$ cat src/rtl/game_pkg.sv
// Shared game definitions: game-state codes, travel directions, screen
// geometry and the enemy-turn FSM state encoding.
package game_pkg;

   // Game-state codes broadcast by the game-state controller (one-hot).
   localparam logic [3:0] ST_MENU      = 4'b0001;
   localparam logic [3:0] ST_PLAYER    = 4'b0010;
   localparam logic [3:0] ST_GAME_OVER = 4'b0100;
   localparam logic [3:0] ST_ENEMY     = 4'b1000;

   // Active video area; the first blanking pixel after the last active line
   // marks the frame boundary.
   localparam int H_ACTIVE = 1280;
   localparam int V_ACTIVE = 720;

   // Projectile travel direction, encoded as on rotate_in.
   typedef enum logic [1:0] {
      DIR_DOWN  = 2'b00,
      DIR_RIGHT = 2'b01,
      DIR_UP    = 2'b10,
      DIR_LEFT  = 2'b11
   } dir_t;

   // Enemy-turn sequencer states. S_NEXT is the single bookkeeping cycle
   // between a projectile leaving the arena and the next launch.
   typedef enum logic [2:0] {
      S_IDLE      = 3'd0,
      S_LAUNCH    = 3'd1,
      S_MOVE      = 3'd2,
      S_NEXT      = 3'd3,
      S_DONE      = 3'd4,
      S_WAIT_EXIT = 3'd5
   } enemy_state_t;

   // An attack is in progress in any state that owns a projectile.
   function automatic logic attack_active(input enemy_state_t s);
      return (s == S_LAUNCH) || (s == S_MOVE) || (s == S_NEXT);
   endfunction

endpackage

$ cat src/rtl/square_sprite.sv
// Square sprite renderer: combinational in-box test against the current
// pixel coordinate, registered colour output (one cycle of latency).
module square_sprite
   import game_pkg::*;
#(
   parameter int SIZE = 16
) (
   input  logic               clk,
   input  logic               rst,
   input  logic               enable,
   input  logic signed [11:0] x,
   input  logic signed [11:0] y,
   input  logic        [10:0] hcount,
   input  logic        [9:0]  vcount,
   input  logic        [11:0] color,
   output logic        [11:0] pixel
);

   // 13-bit signed space so a sprite partly left of / above the screen
   // origin still compares correctly against unsigned scan coordinates.
   localparam logic signed [12:0] SIZE_S = 13'(SIZE);

   logic signed [12:0] h_s;
   logic signed [12:0] v_s;
   logic signed [12:0] x_s;
   logic signed [12:0] y_s;
   logic signed [12:0] x_end;
   logic signed [12:0] y_end;
   logic               in_box;

   // Half-open box test: [x, x+SIZE) x [y, y+SIZE).
   always_comb begin
      h_s    = signed'({2'b00, hcount});
      v_s    = signed'({3'b000, vcount});
      x_s    = {x[11], x};
      y_s    = {y[11], y};
      x_end  = x_s + SIZE_S;
      y_end  = y_s + SIZE_S;
      in_box = enable && (h_s >= x_s) && (h_s < x_end) &&
               (v_s >= y_s) && (v_s < y_end);
   end

   // Register the colour so the layer lines up with other registered layers.
   always_ff @(posedge clk) begin
      if (!rst) begin
         pixel <= '0;
      end else begin
         pixel <= in_box ? color : 12'h000;
      end
   end

endmodule

$ cat src/rtl/enemy_turn_ctrl.sv
// Enemy-turn responder: when the game-state controller enters ST_ENEMY it
// fires NUM_BULLETS square projectiles across the arena one after another,
// reports progress, and draws the projectile layer.
//
// Handshake with the game-state controller: state_in==ST_ENEMY is the
// request. The responder holds busy_out high while projectiles are in flight
// and raises finished_out for exactly one cycle when the last one has left
// the arena. Dropping state_in before that cancels the attack silently (no
// finished_out). After finishing, the request must be withdrawn before a new
// attack can be started, so a held request never re-triggers.
module enemy_turn_ctrl
   import game_pkg::*;
#(
   parameter int          BULLET_SIZE  = 16,
   parameter int          BULLET_SPEED = 4,
   parameter int          NUM_BULLETS  = 4,
   parameter int          ARENA_X0     = 512,
   parameter int          ARENA_Y0     = 232,
   parameter int          ARENA_SIZE   = 256,
   parameter int          LANE_STEP    = 64,
   parameter logic [11:0] BULLET_COLOR = 12'hF00
) (
   input  logic        clk,
   input  logic        rst,
   input  logic [10:0] hcount_in,
   input  logic [9:0]  vcount_in,
   input  logic [3:0]  state_in,
   input  logic [3:0]  turn_in,
   input  logic [1:0]  rotate_in,
   output logic        busy_out,
   output logic        finished_out,
   output logic [11:0] pixel_out
);

   // Arena geometry in the 12-bit signed coordinate space of the projectile.
   localparam logic signed [11:0] X0_S    = 12'(ARENA_X0);
   localparam logic signed [11:0] Y0_S    = 12'(ARENA_Y0);
   localparam logic signed [11:0] FAR_X_S = 12'(ARENA_X0 + ARENA_SIZE - BULLET_SIZE);
   localparam logic signed [11:0] FAR_Y_S = 12'(ARENA_Y0 + ARENA_SIZE - BULLET_SIZE);
   localparam logic signed [11:0] END_X_S = 12'(ARENA_X0 + ARENA_SIZE);
   localparam logic signed [11:0] END_Y_S = 12'(ARENA_Y0 + ARENA_SIZE);
   localparam logic signed [11:0] SPEED_S = 12'(BULLET_SPEED);
   localparam logic signed [11:0] SIZE_S  = 12'(BULLET_SIZE);
   localparam logic        [4:0]  NUM_B   = 5'(NUM_BULLETS);

   enemy_state_t       state;
   enemy_state_t       state_next;

   dir_t               dir;
   logic [1:0]         seed;
   logic [3:0]         count;
   logic signed [11:0] pos_x;
   logic signed [11:0] pos_y;

   logic               enemy_cmd;
   logic               frame_tick;
   logic [1:0]         lane;
   logic signed [11:0] lane_off;
   logic signed [11:0] launch_x;
   logic signed [11:0] launch_y;
   logic signed [11:0] step_x;
   logic signed [11:0] step_y;
   logic               exit_hit;
   logic [4:0]         count_inc;
   logic               more_left;
   logic               sprite_en;

   // Upper turn bits do not affect the lane pattern.
   logic               unused_turn_bits;
   assign unused_turn_bits = &{1'b0, turn_in[3:2]};

   assign enemy_cmd  = (state_in == ST_ENEMY);
   // First blanking pixel after the active area: one pulse per frame while
   // the scan counters advance.
   assign frame_tick = (hcount_in == 11'(H_ACTIVE)) && (vcount_in == 10'(V_ACTIVE));

   // Launch position: lane chosen by bullet index rotated by the turn seed,
   // spaced along the axis perpendicular to travel; start edge set by dir.
   always_comb begin
      lane     = count[1:0] + seed;
      lane_off = 12'(LANE_STEP * int'(lane));
      launch_x = X0_S + lane_off;
      launch_y = Y0_S + lane_off;
      case (dir)
         DIR_DOWN:  launch_y = Y0_S;
         DIR_UP:    launch_y = FAR_Y_S;
         DIR_RIGHT: launch_x = X0_S;
         DIR_LEFT:  launch_x = FAR_X_S;
         default:   launch_y = Y0_S;
      endcase
   end

   // One frame of travel and the exit test on the moved position; signed
   // arithmetic lets up/left go below the arena edge without wrapping.
   always_comb begin
      step_x   = pos_x;
      step_y   = pos_y;
      exit_hit = 1'b0;
      case (dir)
         DIR_DOWN: begin
            step_y   = pos_y + SPEED_S;
            exit_hit = (step_y >= END_Y_S);
         end
         DIR_RIGHT: begin
            step_x   = pos_x + SPEED_S;
            exit_hit = (step_x >= END_X_S);
         end
         DIR_UP: begin
            step_y   = pos_y - SPEED_S;
            exit_hit = ((step_y + SIZE_S) <= Y0_S);
         end
         DIR_LEFT: begin
            step_x   = pos_x - SPEED_S;
            exit_hit = ((step_x + SIZE_S) <= X0_S);
         end
         default: begin
            step_x   = pos_x;
            step_y   = pos_y;
            exit_hit = 1'b0;
         end
      endcase
   end

   // Bullet bookkeeping: the count after this bullet and whether more remain.
   always_comb begin
      count_inc = {1'b0, count} + 5'd1;
      more_left = (count_inc < NUM_B);
   end

   // FSM state register.
   always_ff @(posedge clk) begin
      if (!rst) begin
         state <= S_IDLE;
      end else begin
         state <= state_next;
      end
   end

   // FSM next-state logic; a withdrawn request aborts ahead of any exit.
   always_comb begin
      state_next = state;
      case (state)
         S_IDLE: begin
            if (enemy_cmd) state_next = S_LAUNCH;
         end
         S_LAUNCH: begin
            state_next = enemy_cmd ? S_MOVE : S_IDLE;
         end
         S_MOVE: begin
            if (!enemy_cmd)                  state_next = S_IDLE;
            else if (frame_tick && exit_hit) state_next = S_NEXT;
         end
         S_NEXT: begin
            if (!enemy_cmd)     state_next = S_IDLE;
            else if (more_left) state_next = S_LAUNCH;
            else                state_next = S_DONE;
         end
         S_DONE: begin
            state_next = S_WAIT_EXIT;
         end
         S_WAIT_EXIT: begin
            if (!enemy_cmd) state_next = S_IDLE;
         end
         default: begin
            state_next = S_IDLE;
         end
      endcase
   end

   // FSM outputs; the sprite is blanked as soon as the request is withdrawn.
   always_comb begin
      busy_out     = attack_active(state);
      finished_out = (state == S_DONE);
      sprite_en    = attack_active(state) && enemy_cmd;
   end

   // Attack datapath: latch parameters at start, place and move the bullet,
   // advance the bullet count after each exit.
   always_ff @(posedge clk) begin
      if (!rst) begin
         dir   <= DIR_DOWN;
         seed  <= 2'd0;
         count <= 4'd0;
         pos_x <= 12'sd0;
         pos_y <= 12'sd0;
      end else begin
         if ((state == S_IDLE) && enemy_cmd) begin
            dir   <= dir_t'(rotate_in);
            seed  <= turn_in[1:0];
            count <= 4'd0;
         end
         if (state == S_LAUNCH) begin
            pos_x <= launch_x;
            pos_y <= launch_y;
         end
         if ((state == S_MOVE) && enemy_cmd && frame_tick) begin
            pos_x <= step_x;
            pos_y <= step_y;
         end
         if ((state == S_NEXT) && enemy_cmd) begin
            count <= count_inc[3:0];
         end
      end
   end

   square_sprite #(
      .SIZE (BULLET_SIZE)
   ) u_sprite (
      .clk    (clk),
      .rst    (rst),
      .enable (sprite_en),
      .x      (pos_x),
      .y      (pos_y),
      .hcount (hcount_in),
      .vcount (vcount_in),
      .color  (BULLET_COLOR),
      .pixel  (pixel_out)
   );

endmodule

$ cat config.mk
export PLATFORM = sky130hd
export DESIGN_NAME = enemy_turn_ctrl
export DESIGN_NICKNAME = d
export VERILOG_FILES = /design/src/rtl/game_pkg.sv /design/src/rtl/square_sprite.sv /design/src/rtl/enemy_turn_ctrl.sv
export SDC_FILE = /design/constraint.sdc
export NUM_CORES = 1
export LEC_CHECK = 0
export BUFFER_PORTS_ARGS = -buffer_cell sky130_fd_sc_hd__buf_2
export CORE_MARGIN = 3
export CORE_UTILIZATION = 45
export CTS_BUF_LIST = sky130_fd_sc_hd__clkbuf_2
export DETAILED_ROUTE_END_ITERATION = 8
export MAX_ROUTING_LAYER = met4
export PLACE_DENSITY = 0.73
export SYNTH_ARGS = -nofsm -noshare
export SYNTH_HDL_FRONTEND = slang
export SYNTH_SLANG_ARGS = --single-unit
$ cat constraint.sdc
create_clock -name clk -period 3.37 [get_ports clk]
set_clock_uncertainty 0.15 [all_clocks]
set_input_delay 0.1685 -clock clk [delete_from_list [all_inputs] [get_ports clk]]
set_output_delay 0.1685 -clock clk [all_outputs]
set_load 0.01 [all_outputs]
==> results of run 1 <==
-- placed cells by master, fill, tap and decap left out, drive strengths merged, types with 5 or more instances in the layout --
cell type and count:
a2111oi 6, a211oi 7, a21boi 9, a21oi 32
a31oi 13, and4 5, buf 48, clkbuf 6
conb 8, dfxtp 32, ha 46, inv 27
mux2i 5, nand2 44, nand2b 8, nand3 28
nand4 5, nor2 37, nor2b 18, nor3 21
nor4 10, o21a 7, o21ai 37, xnor2 33
-- where the power goes --
| group | switching [uW] | leakage (uW) | internal, uW | total (uW) |
|---|---|---|---|---|
| clock | 150 | 0.0000430 | 128 | 278 |
| sequential | 12.4 | 0.000258 | 384 | 397 |
| combinational | 116 | 0.00135 | 93.2 | 209 |
-- sequential cells by signal, summed over array words and instances (netlist names) --
name,flops
seed,2
dir,2
u_sprite.pixel,1
pos_y,10
count,4
pos_x,10
state,3
-- final timing paths --
path	cells after the start	to	slack (ns)	from
max	9	state[0]$_SDFFE_PN0P_	0.52	pos_x[2]$_SDFFE_PN0P_
min	2	pos_x[2]$_SDFFE_PN0P_	0.09	rst
max reg2reg	9	state[0]$_SDFFE_PN0P_	0.52	pos_x[2]$_SDFFE_PN0P_
min reg2reg	2	pos_x[10]$_SDFFE_PN0P_	0.40	pos_x[10]$_SDFFE_PN0P_
-- cell type report --
cell class	count	area, um2	share of cell area
repair buffers	52	310.3	0.07307
flip-flops and latches	32	640.6	0.1509
inverters	27	101.3	0.02387
clock inverters	2	35.03	0.008250
multi-input cells	443	2998	0.7060
clock buffers	6	30.03	0.007071
well taps	105	131.4	0.03094
-- synth_stat cells (all sizes together), types with 2 or more instances --
library cell | count | share of area
and3 | 4 | 0.0063
o32ai | 2 | 0.0044
o21a | 7 | 0.013
a21oi | 32 | 0.041
a2111oi | 6 | 0.018
nor2b | 18 | 0.029
o2111ai | 3 | 0.0067
o31ai | 4 | 0.0076
and2 | 4 | 0.0063
a41oi | 2 | 0.0044
clkbuf | 25 | 0.024
o22ai | 2 | 0.0032
buf | 20 | 0.034
nor3b | 2 | 0.0038
nor4 | 10 | 0.017
o21ai | 37 | 0.048
nor3 | 21 | 0.027
mux2i | 5 | 0.013
a21o | 3 | 0.0057
a211oi | 7 | 0.013
xnor2 | 33 | 0.073
dfxtp | 32 | 0.16
inv | 27 | 0.026
o211a | 2 | 0.0051
a21boi | 9 | 0.017
a211o | 2 | 0.0044
nand3 | 28 | 0.036
or3 | 3 | 0.0048
xor2 | 4 | 0.0089
o311a | 2 | 0.0051
and4 | 5 | 0.011
nand2 | 44 | 0.042
or4b | 2 | 0.0060
a31oi | 13 | 0.021
nor4b | 3 | 0.0067
nor2 | 37 | 0.035
ha | 46 | 0.15
a22oi | 4 | 0.0076
nand4 | 5 | 0.0079
or4 | 4 | 0.0095
nand2b | 8 | 0.013
-- per-stage QoR --
stage	hold WS [ns]	total power, uW	area (um2)
after floorplan	0.1569	552.9	3968
after global placement	0.2824	600.8	4141
after detailed placement	0.2980	606.8	4141
after CTS	0.06860	887.7	4247
after global routing	0.09332	930.4	4247
final	0.08546	883.4	4247
-- metal layers --
layer | track usage | wire length (um) | up-vias
met5 | - | 0 | -
met4 | 0.06408 | 187 | 0
met3 | 0.02665 | 471 | 16
met2 | 0.3543 | 4871 | 110
met1 | 0.2584 | 4460 | 1859
li1 | - | - | 1979
-- kinds of logic (layout without fill, tap and decap cells) --
group,count (synthesis),count (layout),synth area share
flops,32,32,0.1625
other cells,1,8,0.0009515
mux,5,5,0.01270
simple gates,203,203,0.2711
xor+xnor,37,37,0.08222
buf+inv,72,87,0.08349
compound gates,144,144,0.2410
fa+ha+maj,46,46,0.1460
-- critical path, delay by kind of cell (launching register included) --
kind	cells	cell delay, ns
AO/OA/AOI/OAI	4	1.10
flip-flops	1	0.52
adder cells (fa/ha/maj)	1	0.31
AND/OR/NAND/NOR	2	0.30
buffers and inverters	1	0.19
XOR/XNOR	1	0.13
==> flow_summary.yaml, run 1 <==
routing:
  post_drt_wl_per_cell_um: 14.98
  routed_via_density: 5.943
  dr.pass1.iters: 5
  num_vias: 3964
  drt-total-wl_mm: 9.991
  drcViolationCount: 0
  drtIter0Drc: 276
  ant_nets: 0
layout:
  fillers: 832
  fin_util: 0.5092
  syn2layout_area_growth_pct: 7.746
  final_cells: 667
  diodes: 0
  fin_nets: 640
  layout-drive-gt1-share: 0.1157
worst_setup_path:
  slowest_delay_ns: 0.52
  startpoint_type: "flip-flop"
  end_kind: "flip-flop"
  path_class: "flip-flop to flip-flop"
  cp_slowest_cell: "dfxtp_1"
  crit_path_max_fanout: 8
  cp.arrival_ns: 2.95
  critical_path.cell_chain: "inv_1, ha_1, nand2b_1, nand2_1, xnor2_1, a31oi_1, o311a_1, o311ai_0, a211oi_1"
  crit_required_ns: 3.47
synthesis:
  synth_seq_cells: 32
  ys_warn_count: 0
  yosys_most_used_dff: "dfxtp_1"
  synthCells: 540
  syn_avg_cell_area_um2: 7.299
  syn_area_mm2: 0.003941
  synth-edff-count: 0
  yosysUniqueCellTypes: 63
  async_flop_share: 0
  ys_seq_area_frac: 0.1625
sta:
  hold_viol: 0
  relSlewSlack: 0.5060
  fmax_mhz: 351.0
  min_period_ns: 2.849
  setup_tns_ns: 0
  drv_slew: 0
  setup_viol: 0
  worstMarginPinSlew_ns: 0.7353
  rsz0062_at_grt: "false"
  fin_crit_sh: 0.8454
  fin_ws_ns: 0.5211
cts:
  cts_buffers: 5
  cts.sinks: 32
  postCtsHoldBufs: 4
  insertion_delay_ns: 0.41
  clock-root-buffer: "clkbuf_2"
  cts.clk_slew.worst_paths_ns: 0.20
  cts_resized: 0
  cts_tree: "done"
  postCtsSetupBuffers: 0
  htree_levels: 2
  ctsLongestPathBuffers: 2
placement:
  place_congestion: 0.8943
  place_ws_ns: 0.4852
  dp.cells: 655
  numPortBuffers: 36
  dpl.hpwl_mm: 7.736
die:
  dieHeight_um: 99.59
  ios: 47
  dieArea_mm2: 0.009917
  start_util: 0.4725
  row_count: 33
  die_x_um: 99.59
  core_mm2: 0.008341
run:
  maxCapViolCount: 0
grt:
  grt_pass1_wl_mm: 16.88
  track_usage: 0.2089
  gr-total-overflow: 0
  grt_max_degree: 32
  antenna_found_initial: 0
  grt_pass1_vias: 3657
power_and_ir_drop:
  p_leak_uw: 0.001651
  ir_drop_mv: 0.1277
  power.density_mw_per_mm2: 208.0
hold_path:
  hp-class: "input pin to flip-flop"
run_status:
  status: "finished, final reports clean"
Power figures use the tool's default switching activity.
==> inputs of run 2 (changes only) <==
- clock period: 3.37 -> 2.7 ns (I/O delays scaled with it)
==> run 2 against run 1 <==
Combinational power up 39%. Critical endpoint is now pos_x[5]$_SDFFE_PN0P_. Global-route usage up 1.1 points. Sequential power increased by 24%. Largest power group unchanged. Sequential cell count did not move. Clock power up 26%. Total power up 28%. Final cell count grew 5.4%. Critical path depth decreased by 2. Die area did not move. Maximum frequency grew 11%.
==> flow_summary.yaml, run 2 (same netlist as run 1, synthesis figures left out) <==
run_status:
  status: "finished, final reports clean"
routing:
  dr.pass1.iters: 6
  drt-total-wl_mm: 10.65
  drtIter0Drc: 275
  drcViolationCount: 0
  post_drt_wl_per_cell_um: 15.15
  num_vias: 4113
  ant_nets: 0
  routed_via_density: 5.851
worst_setup_path:
  path_class: "flip-flop to flip-flop"
  cp.arrival_ns: 2.72
  slowest_delay_ns: 0.55
  worstPathBufferInverterCount: 2
  startpoint_type: "flip-flop"
  crit_path_max_fanout: 8
  cp_slowest_cell: "or4_4"
  end_kind: "flip-flop"
  crit_required_ns: 2.85
  critical_path.cell_chain: "inv_1, or4_4, buf_4, or4_1, nand2_1, o21ai_0, o221a_2"
  worst_path_dominant_cell_family: "simple AND/OR/NAND/NOR gates"
layout:
  syn2layout_area_growth_pct: 15.02
  final_common_cell: "buf_4"
  fin_nets: 676
  final_cell_mix: "47 x buf_4, 46 x ha_1, 44 x nand2_1"
  layout-drive-gt1-share: 0.1706
  fin_util: 0.5435
  reg_top3: "pos_x x10, pos_y x10, count x4"
  fillers: 803
  diodes: 0
  final_cells: 703
placement:
  place_congestion: 0.9373
  dp.cells: 690
  dpl.hpwl_mm: 8.354
  numPortBuffers: 36
sta:
  hold_viol: 0
  drv_slew: 0
  rsz0062_at_grt: "false"
  min_period_ns: 2.564
  fin_crit_sh: 0.9496
  worstMarginPinSlew_ns: 0.7336
  setup_tns_ns: 0
  setup_viol: 0
  fmax_mhz: 390.0
  relSlewSlack: 0.5099
die:
  ios: 47
  die_x_um: 99.59
  dieArea_mm2: 0.009917
  row_count: 33
  core_mm2: 0.008341
  start_util: 0.4725
  dieHeight_um: 99.59
grt:
  grt_pass1_wl_mm: 17.92
  busiest_layer: "met2"
  grt_max_degree: 31
  antenna_found_initial: 0
  grt_pass1_vias: 3842
  use_met1: 0.2710
  use_met2: 0.3833
  gr-total-overflow: 0
  track_usage: 0.2203
  grtUsageMet3: 0.02665
run:
  maxCapViolCount: 0
cts:
  htree_levels: 2
  insertion_delay_ns: 0.41
  cts.sinks: 32
  cts.clk_slew.worst_paths_ns: 0.23
  postCtsSetupBuffers: 0
  cts_buffers: 5
  cts_tree: "done"
  clock-root-buffer: "clkbuf_2"
  ctsLongestPathBuffers: 2
power_and_ir_drop:
  ir_drop_mv: 0.2039
  p_leak_uw: 0.001826
  power.density_mw_per_mm2: 249.8
hold_path:
  hp-class: "input pin to flip-flop"
-- run 2: worst register-to-register path, cell delays in order (launching register included) --
cell     delay [ns]
dfxtp_1        0.39
inv_1          0.10
or4_4          0.55
buf_4          0.16
or4_1          0.52
nand2_1        0.23
o21ai_0        0.13
o221a_2        0.23
-- run 2: layout make-up --
cell class | count | area, um2 | share of cell area
flip-flops and latches | 32 | 640.6 | 0.1413
multi-input cells | 443 | 3009 | 0.6638
inverters | 27 | 101.3 | 0.02236
well taps | 105 | 131.4 | 0.02898
repair buffers | 88 | 583.1 | 0.1286
clock buffers | 5 | 25.02 | 0.005520
clock inverters | 3 | 42.54 | 0.009384
-- run 2: final timing paths --
path                          from                             to  slack, ns  cells after the start
max          state[1]$_SDFFE_PN0P_          pos_x[5]$_SDFFE_PN0P_       0.14                      7
min                   vcount_in[8]  u_sprite.pixel[10]$_SDFF_PN0_       0.08                      5
max reg2reg  state[1]$_SDFFE_PN0P_          pos_x[5]$_SDFFE_PN0P_       0.14                      7
min reg2reg   seed[0]$_SDFFE_PN0P_           seed[0]$_SDFFE_PN0P_       0.40                      2
-- run 2: what timing repair did --
action / in CTS / in global routing
resized for setup: 0 / 4
endpoints found under the hold margin: 5 / 0
endpoints found under the setup margin: 0 / 3
hold buffers: 5 / 0
-- run 2: report_power, final --
part / leakage, uW / switching, uW / internal [uW]
logic: 0.00153 / 156 / 135
clock network: 0.0000390 / 196 / 155
registers: 0.000258 / 11.1 / 480
-- run 2: per-layer routing --
metal / wire length [um] / share of wire
met1: 4653 / 0.44
met2: 5258 / 0.49
met3: 549 / 0.052
met4: 192 / 0.018
met5: 0 / 0
-- run 2: metrics by stage --
step | instance area, um2 | power, uW | hold WS [ns] | setup WS, ns
6_report | 4533 | 1132 | 0.08144 | 0.1362
5_1_grt | 4533 | 1194 | 0.09283 | 0.01571
4_1_cts | 4522 | 1137 | 0.07908 | 0.03806
3_5_place_dp | 4404 | 778.7 | 0.2672 | -0.04733
3_3_place_gp | 4404 | 771.7 | 0.2452 | -0.01142
2_1_floorplan | 3968 | 690.1 | 0.1234 | 0.1203
==> inputs of run 3 (changes only) <==
- GPL_TIMING_DRIVEN: not set -> 0
==> run 3 against run 2 <==
Final area hardly changed. Global-route usage is 0.78 points higher. Sequential power is 1% lower. Critical path type unchanged. Largest power group unchanged. Highest routed layer unchanged.
==> flow_summary.yaml, run 3 (same netlist as run 1, synthesis figures left out) <==
placement:
  dp.cells: 688
  dpl.hpwl_mm: 8.390
  numPortBuffers: 36
  place_congestion: 0.9913
  place_ws_ns: -0.4491
sta:
  worstMarginPinSlew_ns: 0.8609
  setup_tns_ns: 0
  fmax_mhz: 378.6
  relSlewSlack: 0.4213
  drv_slew: 0
  fin_crit_sh: 0.9782
  min_period_ns: 2.641
  fin_ws_ns: 0.05877
  hold_viol: 0
  setup_viol: 0
layout:
  fillers: 802
  diodes: 0
  final_cells: 699
  final_common_cell: "ha_1"
  reg_top3: "pos_x x10, pos_y x10, count x4"
  syn2layout_area_growth_pct: 14.95
  layout-drive-gt1-share: 0.1650
  final_cell_mix: "43 x ha_1, 42 x nand2_1, 37 x nor2_1, 37 x buf_2, 34 x o21ai_0"
  fin_nets: 672
cts:
  clock-root-buffer: "clkbuf_2"
  cts.sinks: 32
  cts_tree: "done"
  insertion_delay_ns: 0.41
  cts.clk_slew.worst_paths_ns: 0.22
  htree_levels: 2
  ctsLongestPathBuffers: 2
  cts_buffers: 5
power_and_ir_drop:
  p_leak_uw: 0.001737
  ir_drop_mv: 0.2572
  power_frac_clock: 0.311
  switching_share: 0.3303
  finalPower_uw: 1141
  p_switching_uw: 376.9
  p_seq_frac: 0.426
  power.internal_uw: 764.1
  share_comb_of_total_power: 0.263
  power.density_mw_per_mm2: 251.9
worst_setup_path:
  path_class: "flip-flop to flip-flop"
  crit_required_ns: 2.82
  end_kind: "flip-flop"
  startpoint_type: "flip-flop"
  cp.arrival_ns: 2.76
  crit_path_max_fanout: 9
  r2r_slack_ns: 0.06
routing:
  drt-total-wl_mm: 11.15
  drtIter0Drc: 344
  dr.pass1.iters: 5
  num_vias: 4186
  post_drt_wl_per_cell_um: 15.95
  ant_nets: 0
  routed_via_density: 5.989
  drcViolationCount: 0
grt:
  antenna_found_initial: 0
  grt_pass1_vias: 3971
  gr-total-overflow: 0
  grt_max_degree: 12
  grt_pass1_wl_mm: 18.33
  track_usage: 0.2281
die:
  ios: 47
  dieHeight_um: 99.59
  row_count: 33
  dieArea_mm2: 0.009917
  core_mm2: 0.008341
  die_x_um: 99.59
  start_util: 0.4725
hold_path:
  hp-class: "input pin to flip-flop"
run:
  maxCapViolCount: 0
run_status:
  status: "finished, final reports clean"
## run 3: changes by cell type in the layout (fill, tap and decap cells not counted), sizes merged
cell,previous run,this run
inv,27,25
clkbuf,5,24
clkinvlp,1,3
buf,83,60
## run 3: worst paths after layout
check	from	end	cells after the start
min	hcount_in[10]	u_sprite.pixel[10]$_SDFF_PN0_	5
max	pos_y[4]$_SDFFE_PN0P_	state[0]$_SDFFE_PN0P_	7
max reg2reg	pos_y[4]$_SDFFE_PN0P_	state[0]$_SDFFE_PN0P_	7
min reg2reg	seed[0]$_SDFFE_PN0P_	seed[0]$_SDFFE_PN0P_	2
## run 3: critical path, stage by stage (launching register included)
cell and delay [ns]:
dfxtp_2 0.38, buf_4 0.17, or4_4 0.54, a211o_1 0.32
a211o_1 0.30, and4_1 0.22, a2111oi_2 0.30, a211oi_1 0.14
## run 3: power groups by stage
stage               clock [uW]  combinational [uW]  sequential (uW)
floorplan                    0                 196              494
global placement             0                 268              496
detailed placement           0                 277              496
CTS                        355                 287              489
global route               377                 335              487
finish                     355                 300              486
## run 3: what timing repair did
item,CTS,global route
buffers inserted,0,2
endpoints found under the setup margin,12,12
resized for setup,16,30
hold endpoints to repair,5,0
hold buffers,5,0
pin swaps,0,3
## run 3: routing by layer
metal / track usage / vias up / wire length (um)
li1: - / 2045 / -
met1: 0.2848 / 1934 / 4811
met2: 0.3838 / 176 / 5453
met3: 0.03296 / 31 / 609
met4: 0.06408 / 0 / 278
met5: - / - / 0
## run 3: cell type report
type / instances / area [um2] / share of cell area
flip-flops and latches: 32 / 658.1 / 0.1453
well taps: 105 / 131.4 / 0.02900
multi-input cells: 443 / 3092 / 0.6824
clock inverters: 3 / 42.54 / 0.009390
clock buffers: 5 / 25.02 / 0.005523
plain buffers: 41 / 227.7 / 0.05026
repair buffers: 43 / 245.2 / 0.05413
inverters: 27 / 108.9 / 0.02403
## run 3: metrics by stage
stage            util  hold slack (ns)  cell area (um2)
3_3_place_gp   0.5131           0.2556             4279
6_report       0.5432          0.09045             4531
5_1_grt        0.5432           0.1015             4531
4_1_cts        0.5318          0.09163             4436
2_1_floorplan       -           0.1234             3968
3_5_place_dp   0.5131           0.2632             4279
